$ cat src/rtl/mem_arbiter.sv
// -----------------------------------------------------------------------------
// mem_arbiter
//
// Two-requester arbiter for the single byte-wide memory port shared by the
// WASM ROM parser (requester 0) and the CPU (requester 1).
//
// One requester at a time owns the memory. Its gntN output drives that
// requester's mem_access input. While it owns the bus, its address, write
// data and enables are forwarded to the memory, and mem_ready is returned to
// it alone.
//
// A burst keeps ownership until either of these happens:
//   - the owner drops its request, or
//   - the other requester has waited long enough (MAX_HOLD owned cycles).
// Neither release can happen while a read is still in flight.
//
// Every handover passes through one dead cycle in which no grant and no
// memory enable is active.
//
// Ports
//   clk, rst                : clock, synchronous active-high reset
//   req0/req1               : bus requests, held for the whole burst
//   gnt0/gnt1               : registered grants (requester mem_access)
//   addr0/1, wdata0/1       : requester address / write data
//   rd_en0/1, wr_en0/1      : requester read (held to ready) / write pulse
//   ready0/1                : mem_ready gated to the current owner
//   rdata                   : mem_data_out broadcast to both requesters
//   mem_addr, mem_data_in   : memory address / write data
//   mem_read_en, mem_write_en : memory enables
//   mem_data_out, mem_ready : memory response
//   violation               : sticky protocol-error flag, cleared by rst
// -----------------------------------------------------------------------------
module mem_arbiter #(
  parameter int ADDR_W   = 32,
  parameter int DATA_W   = 8,
  parameter int MAX_HOLD = 16
) (
  input  logic              clk,
  input  logic              rst,

  input  logic              req0,
  input  logic              req1,
  output logic              gnt0,
  output logic              gnt1,

  input  logic [ADDR_W-1:0] addr0,
  input  logic [ADDR_W-1:0] addr1,
  input  logic [DATA_W-1:0] wdata0,
  input  logic [DATA_W-1:0] wdata1,
  input  logic              rd_en0,
  input  logic              rd_en1,
  input  logic              wr_en0,
  input  logic              wr_en1,
  output logic              ready0,
  output logic              ready1,
  output logic [DATA_W-1:0] rdata,

  output logic [ADDR_W-1:0] mem_addr,
  output logic [DATA_W-1:0] mem_data_in,
  output logic              mem_read_en,
  output logic              mem_write_en,
  input  logic [DATA_W-1:0] mem_data_out,
  input  logic              mem_ready,

  output logic              violation
);

  typedef enum logic [1:0] {
    IDLE = 2'd0,
    OWN  = 2'd1,
    TURN = 2'd2
  } state_t;

  // The owner may be preempted once hold reaches this value. hold counts
  // the owned cycles that came before the current one, so this value gives
  // MAX_HOLD owned cycles in total.
  localparam logic [7:0] HOLD_LIM = 8'(MAX_HOLD - 1);

  state_t     state;
  logic       owner;
  logic       last;
  logic [7:0] hold;

  logic own_req;
  logic oth_req;
  logic own_rd;
  logic in_flight;
  logic release_ok;
  logic win;
  logic bad;

  // Winner when ownership is free. A lone request wins outright. On a tie,
  // the requester that did not own the bus most recently wins. The same rule
  // covers both the IDLE and the TURN cycle: in TURN, last is the previous
  // owner, so the waiting requester is preferred and the previous owner is
  // taken only if it is the sole requester.
  function automatic logic pick(input logic r0, input logic r1,
                                input logic prev);
    logic sel;
    if (r0 && r1) begin
      sel = ~prev;
    end else begin
      sel = r1;
    end
    return sel;
  endfunction

  // Saturating 8-bit increment for the hold counter
  function automatic logic [7:0] hold_inc(input logic [7:0] h);
    logic [7:0] nxt;
    if (h == 8'hFF) begin
      nxt = h;
    end else begin
      nxt = h + 8'd1;
    end
    return nxt;
  endfunction

  // Owner-relative views of the request and read lines
  always_comb begin
    own_req = owner ? req1 : req0;
    oth_req = owner ? req0 : req1;
    own_rd  = owner ? rd_en1 : rd_en0;
  end

  // A cycle in which mem_ready is high completes the read, so it does not
  // block a release.
  assign in_flight  = own_rd & ~mem_ready;
  assign release_ok = ~in_flight &
                      (~own_req | ((hold >= HOLD_LIM) & oth_req));
  assign win        = pick(req0, req1, last);

  // Protocol errors:
  //   - any enable from a requester that does not hold the grant, or
  //   - the owner raising read and write together.
  assign bad = ((rd_en0 | wr_en0) & ~gnt0) |
               ((rd_en1 | wr_en1) & ~gnt1) |
               (gnt0 & rd_en0 & wr_en0) |
               (gnt1 & rd_en1 & wr_en1);

  // Memory-side mux. This is combinational so that enables reach the memory
  // in the same cycle the owner raises them. When the owner raises read and
  // write together, only the write goes through.
  always_comb begin
    mem_addr     = '0;
    mem_data_in  = '0;
    mem_read_en  = 1'b0;
    mem_write_en = 1'b0;
    if (gnt0) begin
      mem_addr     = addr0;
      mem_data_in  = wdata0;
      mem_write_en = wr_en0;
      mem_read_en  = rd_en0 & ~wr_en0;
    end else if (gnt1) begin
      mem_addr     = addr1;
      mem_data_in  = wdata1;
      mem_write_en = wr_en1;
      mem_read_en  = rd_en1 & ~wr_en1;
    end
  end

  // The response path adds no latency. Only the owner sees ready.
  assign ready0 = gnt0 & mem_ready;
  assign ready1 = gnt1 & mem_ready;
  assign rdata  = mem_data_out;

  // Arbitration state machine. Grants are registered here.
  always_ff @(posedge clk) begin
    if (rst) begin
      state     <= IDLE;
      gnt0      <= 1'b0;
      gnt1      <= 1'b0;
      owner     <= 1'b0;
      last      <= 1'b1;
      hold      <= 8'd0;
      violation <= 1'b0;
    end else begin
      if (bad) begin
        violation <= 1'b1;
      end

      case (state)
        IDLE, TURN: begin
          if (req0 | req1) begin
            owner <= win;
            gnt0  <= ~win;
            gnt1  <= win;
            hold  <= 8'd0;
            state <= OWN;
          end else begin
            state <= IDLE;
          end
        end

        OWN: begin
          hold <= hold_inc(hold);
          if (release_ok) begin
            last  <= owner;
            gnt0  <= 1'b0;
            gnt1  <= 1'b0;
            state <= TURN;
          end
        end

        default: begin
          gnt0  <= 1'b0;
          gnt1  <= 1'b0;
          state <= IDLE;
        end
      endcase
    end
  end

endmodule

$ cat config.mk
export PLATFORM = sky130hd
export DESIGN_NAME = mem_arbiter
export DESIGN_NICKNAME = d
export VERILOG_FILES = /design/src/rtl/mem_arbiter.sv
export SDC_FILE = /design/constraint.sdc
export NUM_CORES = 1
export LEC_CHECK = 0
export CORE_ASPECT_RATIO = 1.5
export CORE_MARGIN = 3
export CORE_UTILIZATION = 25
export CTS_CLUSTER_DIAMETER = 120
export DETAILED_ROUTE_END_ITERATION = 6
export PLACE_DENSITY_LB_ADDON = 0.08
export SLEW_MARGIN = 30
export SYNTH_ARGS = -nofsm -noshare
export SYNTH_HDL_FRONTEND = slang
export SYNTH_SLANG_ARGS = --single-unit
$ cat constraint.sdc
create_clock -name clk -period 2.44 [get_ports clk]
set_clock_uncertainty 0.2 [all_clocks]
set_input_delay 0.488 -clock clk [delete_from_list [all_inputs] [get_ports clk]]
set_output_delay 0.488 -clock clk [all_outputs]
set_load 0.03 [all_outputs]
==> metrics.cfg <==
[floorplanning]
dieHeight_um=95.3
fp-row-count=31
dieArea_mm2=0.00624
io_pins=152
die_w_um=65.5
start_util_pct=26.8
coreArea_mm2=0.00496

[worst_setup_path]
worstPathCellList=nor2b_2 > buf_12 > a22o_1 > buf_4
end_kind=primary output
crit_start=gnt1$_SDFFE_PP0P_
reg2reg_depth=5
crit_fanout=42
cp_top_family=flip-flops
start_kind=flop
path_buf_inv=2
critPathKind=reg2out
r2r_setup_slack_ns=0.58
worstPathArrival_ns=1.45
cp.required_ns=1.75
rr_startpoint=hold[0]$_SDFFE_PP0P_
rr_endpoint=hold[3]$_SDFFE_PP0P_
cpMaxStageDelayCell=dfxtp_1
cpPeakStageDelay_ns=0.40

[logic_synthesis]
yosys_warnings=0
synth-seq-cells=15
synth-main-ff-cell=dfxtp_1
avgSynthCellArea_um2=7.96
synth-edff-count=0
ys_types=41
netlist_area_mm2=0.00133
syn_nets=265
ys_seq_area_share_pct=22.6
syn_inst=167
ys_async_sr_fraction_pct=0

[finish]
finalNetCount=389
layout-drive-gt1-share_pct=21.4
antenna_cells=0
syn_to_final_growth_pct=107
final_core_util_pct=55.4
final_common_cell=clkdlybuf4s50_1
final_cell_mix=90 x clkdlybuf4s50_1, 42 x buf_4, 41 x a22o_1

[clocking]
insertion_delay_ns=0.24
post_cts_resized=0
clk_pin_slew_ns=0.06
cts_tree=yes
cts-root-buf=clkbuf_8
h-tree-depth=1
cts_buffers=3
cts_hold_buf=0
post-cts-setup-buffer-count=0
cts_sinks=15
clk_path_buf_depth=2

[timing]
worstMarginPinSlew_ns=0.379
period_share_pct=87.8
grt_setup_unrepaired=false
max_freq_mhz=467
setup_violations=0
slew_headroom_pct=74.8
tns_ns=0
period_minus_slack_ns=2.14
final-hold-violation-count=0
slew_viol_final=0

[global_route]
grt_pass1_vias=1655
grt_start_max_net_pins=43
grt_pass1_wl_mm=8.69
gr-total-overflow=0
antenna_found_initial=0
grt_use_total_pct=17.4

[detailed_routing]
firstDrtPassIters=4
drc=0
drt_iter0_drc=67
antenna_left=0
wl_per_cell_um=16.7
wl_mm=5.94
via_per_inst=4.97
dr_total_vias=1768

[pwr]
ir_drop_mv=0.249
power_density_mw_per_mm2=442
cellLeakagePower_nw=1.14

[min_path]
hp-class=reg2reg
hp-start=violation$_SDFFE_PP0P_
min_delay_path_depth=2
min_to=violation$_SDFFE_PP0P_

[job]
drv_cap=0

[place]
place_congestion=0.812
io_buffers=135
place_hpwl_mm=4.90

[run_status]
status=finished, final reports clean

==> flip-flops by register name, summed over array words and instances, names as in the netlist <==
signal,cells
state,2
owner,1
hold,8
violation,1
gnt1,1
last,1
gnt0,1
==> stage by stage <==
stage	hold WS (ns)	cell area [µm²]	total power [W]	setup WS [ns]	instances
global placement	0.266	2710	0.00103	0.224	352
detailed placement	0.268	2710	0.00103	0.190	352
CTS	0.282	2750	0.00123	0.266	356
finish	0.275	2750	0.00122	0.297	356
global route	0.333	2750	0.00128	0.167	356
floorplan	0.270	1330	0.000665	0.237	167
==> worst register-to-register path, delay by kind of cell, from the launching register on <==
kind	cells	cell delay [ns]
compound gates	1	0.14
simple gates	3	0.88
fa+ha+maj	1	0.24
flops	1	0.34
==> synth_stat cells (3+ instances only) <==
| cell type | instances | area [µm²] |
|---|---|---|
| a21boi_1 | 3 | 22.5 |
| a21oi_1 | 7 | 35.0 |
| a22o_1 | 41 | 359 |
| and2_1 | 3 | 18.8 |
| buf_4 | 8 | 60.1 |
| clkbuf_1 | 13 | 48.8 |
| dfxtp_1 | 15 | 300 |
| inv_1 | 5 | 18.8 |
| nand2_1 | 10 | 37.5 |
| nand3_1 | 4 | 20.0 |
| nor2_1 | 7 | 26.3 |
| o21ai_0 | 6 | 30.0 |
| o31ai_1 | 5 | 37.5 |
| or4_1 | 3 | 22.5 |
==> area by class of cell <==
cell class,instances,area [µm²]
clock buffer,4,45.0
sequential,15,300
multi-input combinational,124,887
fill,491,2210
tap,66,82.6
timing repair buffer,142,1420
inverter,5,18.8
==> worst max path at each step <==
stage | to | slack [ns] | depth (start not counted)
after floorplan | mem_addr[0] | 0.24 | 4
after detailed placement | hold[3]$_SDFFE_PP0P_ | 0.19 | 5
after CTS | mem_data_in[7] | 0.27 | 4
after global routing | mem_data_in[7] | 0.17 | 4
after global placement | hold[3]$_SDFFE_PP0P_ | 0.22 | 5
final | mem_data_in[7] | 0.30 | 4
==> power by group <==
group	internal [W]	switching, W	leakage, nW
Clock	0.000115	0.0000834	0.0228
Combinational	0.000377	0.000363	0.995
Sequential	0.000259	0.0000176	0.123
Total	0.000752	0.000464	1.14
==> cell families after synthesis <==
| kind of cell | after synthesis | share of synthesized area [%] |
|---|---|---|
| fa+ha+maj | 1 | 0.941 |
| mux | 2 | 1.60 |
| compound gates | 75 | 44.7 |
| buf+inv | 28 | 10.8 |
| flops | 15 | 22.6 |
| simple gates | 46 | 19.3 |
==> layer usage <==
metal / global-route usage (%) / wire length (µm) / up-vias / part of all wire [%]
li1: - / - / 891 / -
met1: 19.8 / 2140 / 782 / 36
met2: 31.4 / 3110 / 87 / 52
met3: 5.42 / 611 / 8 / 10
met4: 3.98 / 70 / 0 / 1.2
met5: 0 / 0 / - / 0
Power figures use the tool's default switching activity.
